$ cat src/rtl/caja_pkg.sv
// Shared constants for the music-box key arbiter: key count, note indices,
// half-period table (50 MHz clock, value = 50e6 / (2 * f)) and FSM states.
package caja_pkg;

  localparam int NUM_TECLAS = 7;

  localparam logic [2:0] DO  = 3'd0;
  localparam logic [2:0] RE  = 3'd1;
  localparam logic [2:0] MI  = 3'd2;
  localparam logic [2:0] FA  = 3'd3;
  localparam logic [2:0] SOL = 3'd4;
  localparam logic [2:0] LA  = 3'd5;
  localparam logic [2:0] SI  = 3'd6;

  localparam logic [16:0] TABLA_SEMIPERIODO [NUM_TECLAS] = '{
    17'd95556, 17'd85131, 17'd75843, 17'd71586,
    17'd63776, 17'd56818, 17'd50619
  };

  typedef enum logic [1:0] {
    SILENCIO  = 2'd0,
    SONANDO   = 2'd1,
    SOSTENIDO = 2'd2
  } estado_t;

  // Lowest pressed key wins; returns DO for an empty vector.
  function automatic logic [2:0] tecla_menor(input logic [NUM_TECLAS-1:0] v);
    tecla_menor = DO;
    for (int i = NUM_TECLAS - 1; i >= 0; i--) begin
      if (v[i]) tecla_menor = 3'(i);
    end
  endfunction

  // Index 7 cannot occur in practice; it maps to silence rather than garbage.
  function automatic logic [16:0] semiperiodo_de(input logic [2:0] idx);
    semiperiodo_de = (idx < 3'(NUM_TECLAS)) ? TABLA_SEMIPERIODO[idx] : 17'd0;
  endfunction

endpackage

$ cat src/rtl/antirrebote.sv
// Key synchroniser and whole-vector debouncer. The vector is accepted once
// the synchronised keys have been identical for DEB_CICLOS consecutive cycles;
// actualiza pulses for one cycle in the cycle the new vector appears.
module antirrebote
  import caja_pkg::*;
#(
  parameter int DEB_CICLOS = 1000000
) (
  input  logic                  clk,
  input  logic                  reset,
  input  logic [NUM_TECLAS-1:0] teclas,
  output logic [NUM_TECLAS-1:0] teclas_estables,
  output logic                  actualiza
);

  localparam int CNT_W = (DEB_CICLOS > 1) ? $clog2(DEB_CICLOS) : 1;
  localparam logic [CNT_W-1:0] CNT_FIN   = CNT_W'(DEB_CICLOS - 1);
  localparam logic [CNT_W-1:0] CNT_CARGA = CNT_W'(DEB_CICLOS - 2);

  logic [NUM_TECLAS-1:0] sinc_1, sinc_2, previo;
  logic [CNT_W-1:0]      cnt;

  // Two-flop synchroniser for the asynchronous keys.
  always_ff @(posedge clk) begin
    if (reset) begin
      sinc_1 <= '0;
      sinc_2 <= '0;
    end else begin
      sinc_1 <= teclas;
      sinc_2 <= sinc_1;
    end
  end

  // Stability counter: restarts on any change, loads the vector in the same
  // edge it reaches the terminal count, then saturates.
  always_ff @(posedge clk) begin
    if (reset) begin
      previo          <= '0;
      cnt             <= '0;
      teclas_estables <= '0;
      actualiza       <= 1'b0;
    end else begin
      previo    <= sinc_2;
      actualiza <= 1'b0;
      if (sinc_2 != previo) begin
        cnt <= '0;
      end else if (cnt != CNT_FIN) begin
        cnt <= cnt + 1'b1;
        if (cnt == CNT_CARGA) begin
          teclas_estables <= sinc_2;
          actualiza       <= 1'b1;
        end
      end
    end
  end

endmodule

$ cat src/rtl/arbitro_teclas.sv
// Key arbiter and note scheduler for the music-box tone generator.
// Optional release sustain is compiled in with the macro SOSTENIDO_EN.
//
// state     | meaning
// SILENCIO  | no note output; waits for a stable key with habilitar=1
// SONANDO   | note nota_idx sounding; held while its key stays pressed
// SOSTENIDO | keys released, note kept for SUSTAIN_CICLOS (SOSTENIDO_EN only)
module arbitro_teclas
  import caja_pkg::*;
#(
  parameter int DEB_CICLOS     = 1000000,
  parameter int SUSTAIN_CICLOS = 5000000
) (
  input  logic                  clk,
  input  logic                  reset,
  input  logic [NUM_TECLAS-1:0] teclas,
  input  logic                  habilitar,
  output logic [NUM_TECLAS-1:0] teclas_estables,
  output logic [2:0]            nota_idx,
  output logic [16:0]           semiperiodo,
  output logic                  sonando,
  output logic                  cambio
);

  logic [NUM_TECLAS-1:0] estables;
  logic                  actualiza;
  estado_t               estado, estado_n;
  logic [2:0]            nota_n;
  logic                  sonando_n;
  logic [16:0]           semi_n;
  logic                  cambio_n;
  logic                  reanuda;

  antirrebote #(
    .DEB_CICLOS(DEB_CICLOS)
  ) u_antirrebote (
    .clk            (clk),
    .reset          (reset),
    .teclas         (teclas),
    .teclas_estables(estables),
    .actualiza      (actualiza)
  );

  assign teclas_estables = estables;

`ifdef SOSTENIDO_EN
  localparam int SUS_W = (SUSTAIN_CICLOS > 1) ? $clog2(SUSTAIN_CICLOS) : 1;
  localparam logic [SUS_W-1:0] SUS_FIN = SUS_W'(SUSTAIN_CICLOS - 1);

  logic [SUS_W-1:0] sus_cnt, sus_cnt_n;

  // Sustain timer, only meaningful while in SOSTENIDO.
  always_ff @(posedge clk) begin
    if (reset) sus_cnt <= '0;
    else       sus_cnt <= sus_cnt_n;
  end
`else
  // The parameter stays on the interface so both builds share one port map.
  logic sustain_unused;
  assign sustain_unused = (SUSTAIN_CICLOS > 0);
`endif

  // Next state and next registered outputs.
  always_comb begin
    estado_n  = estado;
    nota_n    = nota_idx;
    sonando_n = sonando;
    semi_n    = semiperiodo;
    reanuda   = 1'b0;
`ifdef SOSTENIDO_EN
    sus_cnt_n = sus_cnt;
`endif
    if (!habilitar) begin
      estado_n  = SILENCIO;
      sonando_n = 1'b0;
      semi_n    = '0;
`ifdef SOSTENIDO_EN
      sus_cnt_n = '0;
`endif
    end else begin
      case (estado)
        SILENCIO: begin
          if (|estables) begin
            estado_n  = SONANDO;
            nota_n    = tecla_menor(estables);
            sonando_n = 1'b1;
            semi_n    = semiperiodo_de(nota_n);
          end
        end
        SONANDO: begin
          // The held note is only re-evaluated when the stable vector moves.
          if (actualiza && !estables[nota_idx]) begin
            if (|estables) begin
              nota_n = tecla_menor(estables);
              semi_n = semiperiodo_de(nota_n);
            end else begin
`ifdef SOSTENIDO_EN
              estado_n  = SOSTENIDO;
              sus_cnt_n = '0;
`else
              estado_n  = SILENCIO;
              sonando_n = 1'b0;
              semi_n    = '0;
`endif
            end
          end
        end
`ifdef SOSTENIDO_EN
        SOSTENIDO: begin
          if (|estables) begin
            estado_n  = SONANDO;
            nota_n    = tecla_menor(estables);
            sonando_n = 1'b1;
            semi_n    = semiperiodo_de(nota_n);
            sus_cnt_n = '0;
            reanuda   = 1'b1;
          end else if (sus_cnt == SUS_FIN) begin
            estado_n  = SILENCIO;
            sonando_n = 1'b0;
            semi_n    = '0;
          end else begin
            sus_cnt_n = sus_cnt + 1'b1;
          end
        end
`endif
        default: estado_n = SILENCIO;
      endcase
    end
    // A re-press during sustain pulses cambio even if the note is the same.
    cambio_n = (nota_n != nota_idx) || (sonando_n != sonando) || reanuda;
  end

  // State and output registers.
  always_ff @(posedge clk) begin
    if (reset) begin
      estado      <= SILENCIO;
      nota_idx    <= DO;
      semiperiodo <= '0;
      sonando     <= 1'b0;
      cambio      <= 1'b0;
    end else begin
      estado      <= estado_n;
      nota_idx    <= nota_n;
      semiperiodo <= semi_n;
      sonando     <= sonando_n;
      cambio      <= cambio_n;
    end
  end

endmodule

$ cat config.mk
export PLATFORM = sky130hd
export DESIGN_NAME = arbitro_teclas
export DESIGN_NICKNAME = d
export VERILOG_FILES = /design/src/rtl/caja_pkg.sv /design/src/rtl/antirrebote.sv /design/src/rtl/arbitro_teclas.sv
export SDC_FILE = /design/constraint.sdc
export NUM_CORES = 1
export LEC_CHECK = 0
export BUFFER_PORTS_ARGS = -buffer_cell sky130_fd_sc_hd__buf_2
export CAP_MARGIN = 40
export CORE_MARGIN = 10
export CORE_UTILIZATION = 54
export CTS_BUF_LIST = sky130_fd_sc_hd__clkbuf_4
export DETAILED_ROUTE_END_ITERATION = 10
export HOLD_SLACK_MARGIN = 0.03
export PLACE_DENSITY_LB_ADDON = 0.05
export REMOVE_ABC_BUFFERS = 1
export SYNTH_ARGS = -nofsm -noshare
export SYNTH_HDL_FRONTEND = slang
export SYNTH_HIERARCHICAL = 1
export SYNTH_SLANG_ARGS = --single-unit
$ cat constraint.sdc
create_clock -name clk -period 5.4 [get_ports clk]
set_input_delay 0.81 -clock clk [delete_from_list [all_inputs] [get_ports clk]]
set_output_delay 0.81 -clock clk [all_outputs]
set_load 0.02 [all_outputs]
# Word-level counts from Yosys, hierarchy flattened
# Memory sizes are Yosys's and may differ from the RTL's.
# Cells that the tools add are included.
dict set report totals {
  ff_bits 73
  rom_bits 272
  in_bits 10
  out_inout_bits 29
  elab_cells 85
  memories 2
}
# name depth width read_ports rd_clocked_by_memory_dff write_ports line
set memory_table {}
lappend memory_table {{(no name shown)} 8 17 1 0 0 caja_pkg.sv:36} ;# semiperiodo_de = (idx < 3'(NUM_TECLAS)) ? TABLA_SEMIPERIODO[idx] : 17'd0;
lappend memory_table {{(no name shown)} 8 17 1 0 0 caja_pkg.sv:36}
dict set report classes {
  n_addsub 1
  n_lt_le_gt_ge 5
  n_eq_ne 9
  mux 40
  bitwise 5
  reduce_logical 12
}
# cell count
set ops {}
lappend ops {{$mux W17} 9}
lappend ops {{$mux W3} 17}
lappend ops {{$pmux W17 S2} 1}
lappend ops {{$add A20 B1 Y20 const B} 1}
lappend ops {{$eq A20 B20 Y1 const B} 1}
lappend ops {{$ne A20 B20 Y1 const B} 1}
lappend ops {{$reduce_and A3 Y1} 3}
lappend ops {{$ge A4 B4 Y1 const B} 2}
lappend ops {{$not A3 Y4} 2}
lappend ops {{$ne A7 B7 Y1} 1}
lappend ops {{$reduce_or A7 Y1} 1}
lappend ops {{$lt A3 B3 Y1 const B} 2}
lappend ops {{$mux W1} 6}
lappend ops {{$mux W2} 3}
lappend ops {{$ne A2 B2 Y1 const B} 3}
lappend ops {{$pmux W3 S2} 1}
lappend ops {{$lt A3 B4 Y1 const B} 1}
lappend ops {{$pmux W2 S2} 1}
lappend ops {{$reduce_or A2 Y1} 2}
lappend ops {{$bmux W1 S3} 1}
lappend ops {{$ne A3 B3 Y1} 1}
lappend ops {{$not A1 Y1} 3}
lappend ops {{$reduce_or A3 Y1} 1}
lappend ops {{$eq A2 B1 Y1 const B} 1}
lappend ops {{7 further kinds} 7}

# Depth between registers and ports, before layout
# Gate-level depths: netlist of run 1.
dict set report depth {
  depth_word 19
  mapped_depth 9
  mapped_depth_nobuf 9
}

# Hierarchy
# The synthesis of run 1 kept the hierarchy.
# mod instances cells_each area_each_um2 seq_area_each_um2
set by_module_without_submodules {}
lappend by_module_without_submodules {antirrebote 1 199 2016.9 980.9}
lappend by_module_without_submodules {arbitro_teclas 1 156 1270.0 460.4}

# Worst setup path before layout of run 1
# Ideal clock, no wire load.
dict set report synth_timing {
  kind {register to register}
  startpoint {reg u_antirrebote.teclas_estables[1]}
  endpoint {reg semiperiodo[4]}
  setup_ns 0.070
  arrival_time_ns 1.991
  required_ns 5.330
  path_slack_ns 3.339
  path_stages_with_launch 7
  path_buffers 0
  period_less_slack_ns 2.061
  path_cell_list {dfxtp_1 inv_1 a221oi_2 inv_1 ha_1 or4_1 a21oi_1}
}
dict set report synth_between {
  elab_chain_cells 14
  word_cells_on_any_way 32
  cone_classes {2 x order compare; 2 x eq/ne; 20 x mux; 2 x bitwise; 4 x reduce/logical; 2 x memory}
}
# element line
set synth_rtl {}
lappend synth_rtl {{start: declaration} antirrebote.sv:12} ;# output logic [NUM_TECLAS-1:0] teclas_estables,
lappend synth_rtl {{start signal: assignment} antirrebote.sv:50} ;# teclas_estables <= sinc_2;
lappend synth_rtl {{$mux W3 (2 in a row)} caja_pkg.sv:30} ;# if (v[i]) tecla_menor = 3'(i);
lappend synth_rtl {{$mux W3} arbitro_teclas.sv:83} ;# if (|estables) begin
lappend synth_rtl {{$mux W3} arbitro_teclas.sv:92} ;# if (actualiza && !estables[nota_idx]) begin
lappend synth_rtl {{$mux W3} arbitro_teclas.sv:81} ;# case (estado)
lappend synth_rtl {{$mux W3} arbitro_teclas.sv:73} ;# if (!habilitar) begin
lappend synth_rtl {{$not A3 Y4 (implied by the code)} caja_pkg.sv:36}
lappend synth_rtl {{$mem_v2 Z8 W17} --}
lappend synth_rtl {{$mux W17 (implied by the code) (2 in a row)} caja_pkg.sv:36}
lappend synth_rtl {{$mux W17} caja_pkg.sv:36}
lappend synth_rtl {{$mux W17} arbitro_teclas.sv:93} ;# if (|estables) begin
lappend synth_rtl {{$mux W17} arbitro_teclas.sv:92}
lappend synth_rtl {{$pmux W17 S2} arbitro_teclas.sv:81}
lappend synth_rtl {{end signal: assignment} arbitro_teclas.sv:144} ;# semiperiodo <= semi_n;
lappend synth_rtl {{end: declaration} arbitro_teclas.sv:20} ;# output logic [16:0] semiperiodo,
# Several ways; a longest one is shown, not always the timed one. The select of a mux whose other input is x is not followed.
# A chain may end at the register's enable or synchronous reset.

# Worst setup path after layout of run 1
# Ends and elaborated chain as after synthesis.

==> implementation parameters, run 1 <==
Parameter                              Value

Run status
  Status    finished clean

Worst hold path
  Cells on Worst Hold Path    1
  Worst hold endpoint    u_antirrebote/sinc_2[0]
  Worst hold-check path type    reg -> reg
  Launch instance of the worst min-delay path    u_antirrebote/sinc_1[0]

Yosys
  Yosys synthesis warning count    6
  Area of the mapped netlist    3290 µm²
  Synthesized instance count    roughly 360
  Leading cell types by count after synthesis    sky130_fd_sc_hd__dfxtp_1 (72), sky130_fd_sc_hd__a21oi_1 (30), sky130_fd_sc_hd__nor2b_1 (29)
  Ys flop type    sky130_fd_sc_hd__dfxtp_1
  Number of enable flip-flop cells after synthesis    0
  Area share of the largest cell type after synthesis    ~44%
  Post-synthesis async set-or-reset flop share    0%
  Largest cells by area after synthesis    sky130_fd_sc_hd__dfxtp_1 (44%), sky130_fd_sc_hd__nor2b_1 (5.5%), sky130_fd_sc_hd__a21oi_1 (4.6%)
  Most common cell in the netlist    sky130_fd_sc_hd__dfxtp_1
  Sequential-to-total area share from yosys stat    ~44%
  Post-Synthesis Mean Instance Area    about 9.3 µm²
  Seq cells post-synth    72
  Count of unique library cells instantiated by Yosys    52
  Largest area contributor in the synthesized netlist    sky130_fd_sc_hd__dfxtp_1

Floorplanning
  Effective utilization at floorplan    between 50% and 60%
  Chip height    approximately 98 µm
  Core footprint    just under 6000 µm²
  Overall die width    98.0 µm
  I/O pin total    39
  # rows    28
  DIE AREA    between 9000 and 10000 µm²

Clock network
  Clock slew at the register clock pins of the worst setup and hold paths    around 0.12 ns
  TritonCTS clock tree    built
  Number of gates given a new drive strength after cts    0
  CTS Root Buffer Type    sky130_fd_sc_hd__clkbuf_4
  Sinks on Clock Net    72
  Number of buffers added by the clock tree synthesis step    9
  Source-to-sink clock delay at the later pin of the worst-skew pair    slightly above 0.4 ns
  Depth of the CTS H-tree    3
  Post-CTS setup-driven buffer insertion count    0
  Hold-fix buffers at CTS    0
  Number of buffers between clock root and the deepest sink    2

STA
  Slew Viols, Final    0
  Setup_tns    0 ns
  Period utilisation layout    41.6%
  Slew at the pin closest to its max-slew limit    roughly 0.73 ns
  Maximum clock frequency    approximately 450 MHz
  Final worst slack    between 3 and 4 ns
  Setup repair after global routing missed its margin    false
  Final setup violating endpoints    0
  Minimum clock period    between 2 and 2.5 ns
  Clock tree skew after final layout    ~0.015 ns
  Final-report hold violation count    0
  Max transition margin    around half

Placed design
  HPWL after detailed placement    4.70 mm
  DP Cell Count    450
  Place WS    around 2.7 ns
  Routability cong.    0.854
  Input/output buffers    38

Setup path
  Category of the worst setup path launch point    register
  Peak fanout along the critical path    9
  Arrival time of the worst setup path    about 2.6 ns
  Data required, critical path    about 5.7 ns
  Number of cell instances on the worst register-to-register path    6
  Worst Setup End Kind    register
  Type of the worst setup path    reg -> reg
  Startpoint of the most critical register-to-register path    u_antirrebote/teclas_estables[1]
  Endpoint of the worst-slack reg-to-reg timing path    semiperiodo[4]
  Register-to-Register Setup Slack    about 3.2 ns

Route
  Drt initial violations    110
  Iteration count of the initial detailed-routing pass    5
  WL per Instance    roughly 15 µm
  Remaining DRCs    0
  Routed via count divided by cell count    5.65
  Via total after detailed routing    approximately 2.6k
  Drt total wl    a little under 7 mm
  Count of antenna-violating nets left after detailed routing    0

Cells and area
  Post-layout nets    ~400
  Final core area utilization    about three fifths
  Share of cells above drive strength 1    between 10% and 20%
  Area overhead of the layout relative to synthesis    9.36%
  Diode count    0
  Post-route non-filler standard cell count    around 460

Power
  Maximum vdd ir drop    between 100 and 150 µV
  Overall power of the completed layout    0.850 mW
  Power Dens Cells    ~240 nW/µm²
  Leakage power figure    1.36 nW

GRT
  Remaining global-route overflow    0
  Pin count of the biggest net entering global routing    36
  Via count of the first global-routing pass    2463
  Number of antenna violations at the first check in global routing    0
  Overall Global Routing Usage    approximately 15%
  Wire length of the first global-routing pass    about 12 mm

Run
  Total of max-cap violations    0
stage by stage:
step	hold slack, ns	cell area [µm²]
floorplan	0.414	3200
global placement	0.415	3500
detailed placement	0.424	3500
CTS	0.438	3590
global route	0.469	3590
finish	0.444	3590
layer usage:
metal / routed length (µm) / up-vias / GRT usage (%)
met5: 0 / - / 0
met4: 74 / 0 / 4.92
met3: 323 / 9 / 4.23
met2: 3180 / 59 / 23.0
met1: 3320 / 1204 / 18.4
li1: - / 1350 / -
area by class of cell:
type / instances / area, µm²
clock inverter: 4 / 23.8
tap: 75 / 93.8
inverter: 7 / 26.3
fill: 562 / 2330
multi-input combinational: 257 / 1740
timing repair buffer: 39 / 198
clock buffer: 10 / 75.1
sequential: 72 / 1440
registers in the layout, summed over array words and instances, names as in the netlist, 3 cells and up:
name                           count
semiperiodo                       17
u_antirrebote/sinc_1               7
nota_idx                           3
u_antirrebote/cnt                 20
u_antirrebote/sinc_2               7
u_antirrebote/previo               7
u_antirrebote/teclas_estables      7
where the power goes:
group          internal (mW)  leakage [nW]  switching [mW]
registers              0.538         0.584         0.00314
logic                 0.0115         0.726          0.0218
clock network         0.0926        0.0518           0.183
kinds of logic (layout without fill, tap and decap cells):
group / after synthesis / in the layout / share of synthesized area, %
AND/OR/NAND/NOR: 138 / 138 / 26.6
flip-flops: 72 / 72 / 43.9
AO/OA/AOI/OAI: 84 / 84 / 15.4
XOR/XNOR: 16 / 16 / 4.26
multiplexers: 12 / 12 / 3.92
buffers and inverters: 26 / 60 / 3.31
adder cells (fa/ha/maj): 7 / 7 / 2.66
cells in the final DEF, fill, tap and decap left out, types with 3 or more instances in the layout:
| master | netlist | layout |
|---|---|---|
| sky130_fd_sc_hd__nor2b_1 | 29 | 29 |
| sky130_fd_sc_hd__and3_1 | 3 | 3 |
| sky130_fd_sc_hd__nand2_1 | 15 | 15 |
| sky130_fd_sc_hd__nand2b_1 | 3 | 3 |
| sky130_fd_sc_hd__and4_1 | 4 | 4 |
| sky130_fd_sc_hd__o2111ai_1 | 4 | 4 |
| sky130_fd_sc_hd__o31ai_1 | 4 | 4 |
| sky130_fd_sc_hd__a21oi_1 | 30 | 30 |
| sky130_fd_sc_hd__nor2_1 | 16 | 16 |
| sky130_fd_sc_hd__mux2i_1 | 5 | 5 |
| sky130_fd_sc_hd__and2_1 | 3 | 3 |
| sky130_fd_sc_hd__nand3_1 | 17 | 17 |
| sky130_fd_sc_hd__ha_1 | 7 | 7 |
| sky130_fd_sc_hd__o211ai_1 | 5 | 5 |
| sky130_fd_sc_hd__or3_1 | 6 | 6 |
| sky130_fd_sc_hd__a31oi_1 | 4 | 4 |
| sky130_fd_sc_hd__buf_2 | 6 | 38 |
| sky130_fd_sc_hd__o21ai_0 | 24 | 24 |
| sky130_fd_sc_hd__or4_1 | 5 | 5 |
| sky130_fd_sc_hd__mux2_2 | 7 | 7 |
| sky130_fd_sc_hd__xor2_1 | 16 | 16 |
| sky130_fd_sc_hd__dfxtp_1 | 72 | 72 |
| sky130_fd_sc_hd__a311oi_1 | 3 | 3 |
| sky130_fd_sc_hd__inv_1 | 7 | 7 |
| sky130_fd_sc_hd__clkbuf_4 | 0 | 10 |
| sky130_fd_sc_hd__nand4_1 | 12 | 12 |
| sky130_fd_sc_hd__nand3b_1 | 4 | 4 |
worst max-delay path, stage by stage, from the launching register on:
cell and delay [ns]:
sky130_fd_sc_hd__dfxtp_1 0.41, sky130_fd_sc_hd__or2_2 0.36, sky130_fd_sc_hd__a21oi_1 0.34, sky130_fd_sc_hd__inv_1 0.15
sky130_fd_sc_hd__ha_1 0.25, sky130_fd_sc_hd__or4_1 0.52, sky130_fd_sc_hd__a21oi_1 0.15
how the worst max path moves through the flow:
stage               depth (start not counted)                        startpoint               endpoint  slack (ns)
floorplan                                   5                       nota_idx[2]            nota_idx[2]        3.15
global placement                            4                             reset   u_antirrebote/cnt[1]        2.80
detailed placement                          4                             reset   u_antirrebote/cnt[1]        2.72
CTS                                         4                             reset   u_antirrebote/cnt[1]        3.15
global route                                4                             reset  u_antirrebote/cnt[15]        2.94
finish                                      6  u_antirrebote/teclas_estables[1]         semiperiodo[4]        3.15
(Power assumes the default switching activity.)
==> run 2: changes to the inputs <==
==> constraint.sdc (replaced) <==
create_clock -name clk -period 2.21 [get_ports clk]
set_input_delay 0.3315 -clock clk [delete_from_list [all_inputs] [get_ports clk]]
set_output_delay 0.3315 -clock clk [all_outputs]
set_load 0.02 [all_outputs]
==> implementation parameters, run 2 (synthesized netlist as in run 1, its figures left out) <==
Parameter                              Value

Run status
  Status    finished clean (unchanged)

Cells and area
  Most common library cell in the layout ignoring fill and taps    sky130_fd_sc_hd__dfxtp_1 (unchanged)
  Largest registers ranked by flip-flop count    u_antirrebote/cnt (20), semiperiodo (17) (unchanged)
  Storage cell area    1440 µm² (unchanged)
  Most used cells in the layout excluding fill and tap cells    sky130_fd_sc_hd__dfxtp_1 (72), sky130_fd_sc_hd__buf_2 (38), sky130_fd_sc_hd__a21oi_1 (30) (unchanged)
  Area overhead of the layout relative to synthesis    13.8% (was 9.36%)
  Register with the most flip-flops    u_antirrebote/cnt (unchanged)
  Multi-input gate area    1740 µm² (unchanged)
  Max reg flops    20 (unchanged)
  Diode count    0 (unchanged)
  Count of fill cells added during filler insertion    517 (was 562)
  Post-route non-filler standard cell count    477 (was 464)
  Share of cells above drive strength 1    21.1% (was 18.5%)
  Post-layout nets    414 (was 403)

Setup path
  Register-to-Register Setup Slack    0.20 ns (was 3.15 ns)
  Most common cell on crit path    sky130_fd_sc_hd__a21oi_1 (unchanged)
  Cell at the slowest stage of the critical path    sky130_fd_sc_hd__or4_1 (unchanged)
  Worst Setup End Kind    register (unchanged)
  Arrival time of the worst setup path    2.37 ns (was 2.59 ns)
  Startpoint of the most critical register-to-register path    u_antirrebote/teclas_estables[1] (unchanged)
  Peak fanout along the critical path    9 (unchanged)
  Type of the worst setup path    reg -> reg (unchanged)
  Chain of cells forming the critical path    or2_2 > a21oi_1 > inv_1 > ha_1 > or4_1 > a21oi_1 (unchanged)
  Gate family responsible for the most delay along the worst path    simple AND/OR/NAND/NOR gates (unchanged)
  Endpoint of the worst-slack reg-to-reg timing path    semiperiodo[4] (unchanged)
  Termination of the worst setup path    semiperiodo[4] (unchanged)
  Number of cell instances on the worst register-to-register path    6 (unchanged)
  Buf+Inv Stages, Crit Path    1 (unchanged)
  Slowest stage delay, CP    0.52 ns (about the same)
  Category of the worst setup path launch point    register (unchanged)
  Origin of the worst setup path    u_antirrebote/teclas_estables[1] (unchanged)
  CP Depth    6 (unchanged)
  Data required, critical path    2.57 ns (was 5.74 ns)

Clock network
  Clock slew at the register clock pins of the worst setup and hold paths    0.12 ns (about the same)
  Depth of the CTS H-tree    3 (unchanged)
  CTS Root Buffer Type    sky130_fd_sc_hd__clkbuf_4 (unchanged)
  Number of buffers between clock root and the deepest sink    2 (unchanged)
  Sinks on Clock Net    72 (unchanged)
  Number of gates given a new drive strength after cts    0 (unchanged)
  Number of buffers added by the clock tree synthesis step    9 (unchanged)
  TritonCTS clock tree    built (unchanged)
  Post-CTS setup-driven buffer insertion count    0 (unchanged)
  Hold-fix buffers at CTS    0 (unchanged)
  Source-to-sink clock delay at the later pin of the worst-skew pair    0.42 ns (was 0.41 ns)

Run
  Total of max-cap violations    0 (unchanged)

Placed design
  DP Cell Count    461 (was 450)
  Routability cong.    0.812 (was 0.854)
  Input/output buffers    38 (unchanged)
  Place WS    0.227 ns (was 2.72 ns)
  HPWL after detailed placement    4.89 mm (was 4.70 mm)

STA
  Minimum clock period    2.01 ns (was 2.25 ns)
  Clock tree skew after final layout    0.0110 ns (was 0.0150 ns)
  Setup_tns    0 ns (unchanged)
  Slew at the pin closest to its max-slew limit    0.489 ns (was 0.732 ns)
  Max transition margin    67.2% (was 51.2%)
  Period utilisation layout    91.1% (was 41.6%)
  Final setup violating endpoints    0 (unchanged)
  Setup repair after global routing missed its margin    false (unchanged)
  Final-report hold violation count    0 (unchanged)
  Final hold slack    0.111 ns (was 0.444 ns)
  Maximum clock frequency    497 MHz (was 445 MHz)
  Final worst slack    0.197 ns (was 3.15 ns)
  Slew Viols, Final    0 (unchanged)

Route
  Drt total wl    7.00 mm (was 6.89 mm)
  Via total after detailed routing    2693 (was 2622)
  Iteration count of the initial detailed-routing pass    4 (was 5)
  WL per Instance    14.7 µm (was 14.9 µm)
  Remaining DRCs    0 (unchanged)
  Drt initial violations    104 (was 110)
  Routed via count divided by cell count    5.65 (about the same)
  Count of antenna-violating nets left after detailed routing    0 (unchanged)

Power
  Leakage power figure    1.44 nW (was 1.36 nW)
  Maximum vdd ir drop    512 µV (was 147 µV)
  Power Dens Cells    630 nW/µm² (was 236 nW/µm²)

Floorplanning
  Chip height    98.0 µm (unchanged)
  # rows    28 (unchanged)
  Effective utilization at floorplan    55.5% (unchanged)
  DIE AREA    9610 µm² (unchanged)
  Core footprint    5920 µm² (unchanged)
  Overall die width    98.0 µm (unchanged)
  I/O pin total    39 (unchanged)

GRT
  Via count of the first global-routing pass    2578 (was 2463)
  Number of antenna violations at the first check in global routing    0 (unchanged)
  Pin count of the biggest net entering global routing    35 (was 36)
  Remaining global-route overflow    0 (unchanged)
  Wire length of the first global-routing pass    12.0 mm (was 11.9 mm)
  Overall Global Routing Usage    14.9% (was 14.5%)

Worst hold path
  Worst hold-check path type    in -> reg (was reg -> reg)
run 2: cell types whose count changed in the layout (fill, tap and decap cells not counted):
cell and change:
sky130_fd_sc_hd__clkinv_2 -1, sky130_fd_sc_hd__inv_6 +1, sky130_fd_sc_hd__buf_4 +11, sky130_fd_sc_hd__clkbuf_4 -1
sky130_fd_sc_hd__bufinv_16 +2, sky130_fd_sc_hd__clkinvlp_4 +1
run 2: routing by layer:
| metal | global-route usage (%) | routed length [µm] | part of all wire, % | vias up |
|---|---|---|---|---|
| met1 | 17.5 | 3230 | 46 | 1249 |
| li1 | - | - | - | 1384 |
| met5 | 0 | 0 | 0 | - |
| met2 | 24.3 | 3310 | 47 | 49 |
| met3 | 4.51 | 333 | 4.8 | 11 |
| met4 | 6.94 | 131 | 1.9 | 0 |
run 2: metrics by stage:
stage | cell area, µm² | power [mW] | utilization (%)
detailed placement | 3580 | 1.45 | 60.4
CTS | 3740 | 2.40 | 63.2
finish | 3740 | 2.36 | 63.2
global route | 3740 | 2.46 | 63.2
global placement | 3580 | 1.44 | 60.4
floorplan | 3200 | 1.40 | -
run 2: final cells by class:
class,instances,share of cell area [%]
Clock buffer,9,1.81
Clock inverter,7,2.54
Inverter,7,0.702
Multi-Input combinational cell,257,46.4
Sequential cell,72,38.5
Tap cell,75,2.51
Timing Repair Buffer,50,7.49
run 2: power by group:
part / total, mW / switching [mW] / internal, mW
clock network: 0.943 / 0.485 / 0.458
registers: 1.32 / 0.00756 / 1.31
logic: 0.0928 / 0.0550 / 0.0378
run 2: how the worst min path moves through the flow:
stage	from	endpoint	slack, ns	cells past startpoint
2_1_floorplan	reset	nota_idx[0]	0.40	1
3_3_place_gp	u_antirrebote/sinc_1[6]	u_antirrebote/sinc_2[6]	0.42	1
3_5_place_dp	u_antirrebote/sinc_1[5]	u_antirrebote/sinc_2[5]	0.42	1
4_1_cts	teclas[4]	u_antirrebote/sinc_1[4]	0.08	2
5_1_grt	teclas[4]	u_antirrebote/sinc_1[4]	0.09	2
6_report	teclas[5]	u_antirrebote/sinc_1[5]	0.11	2
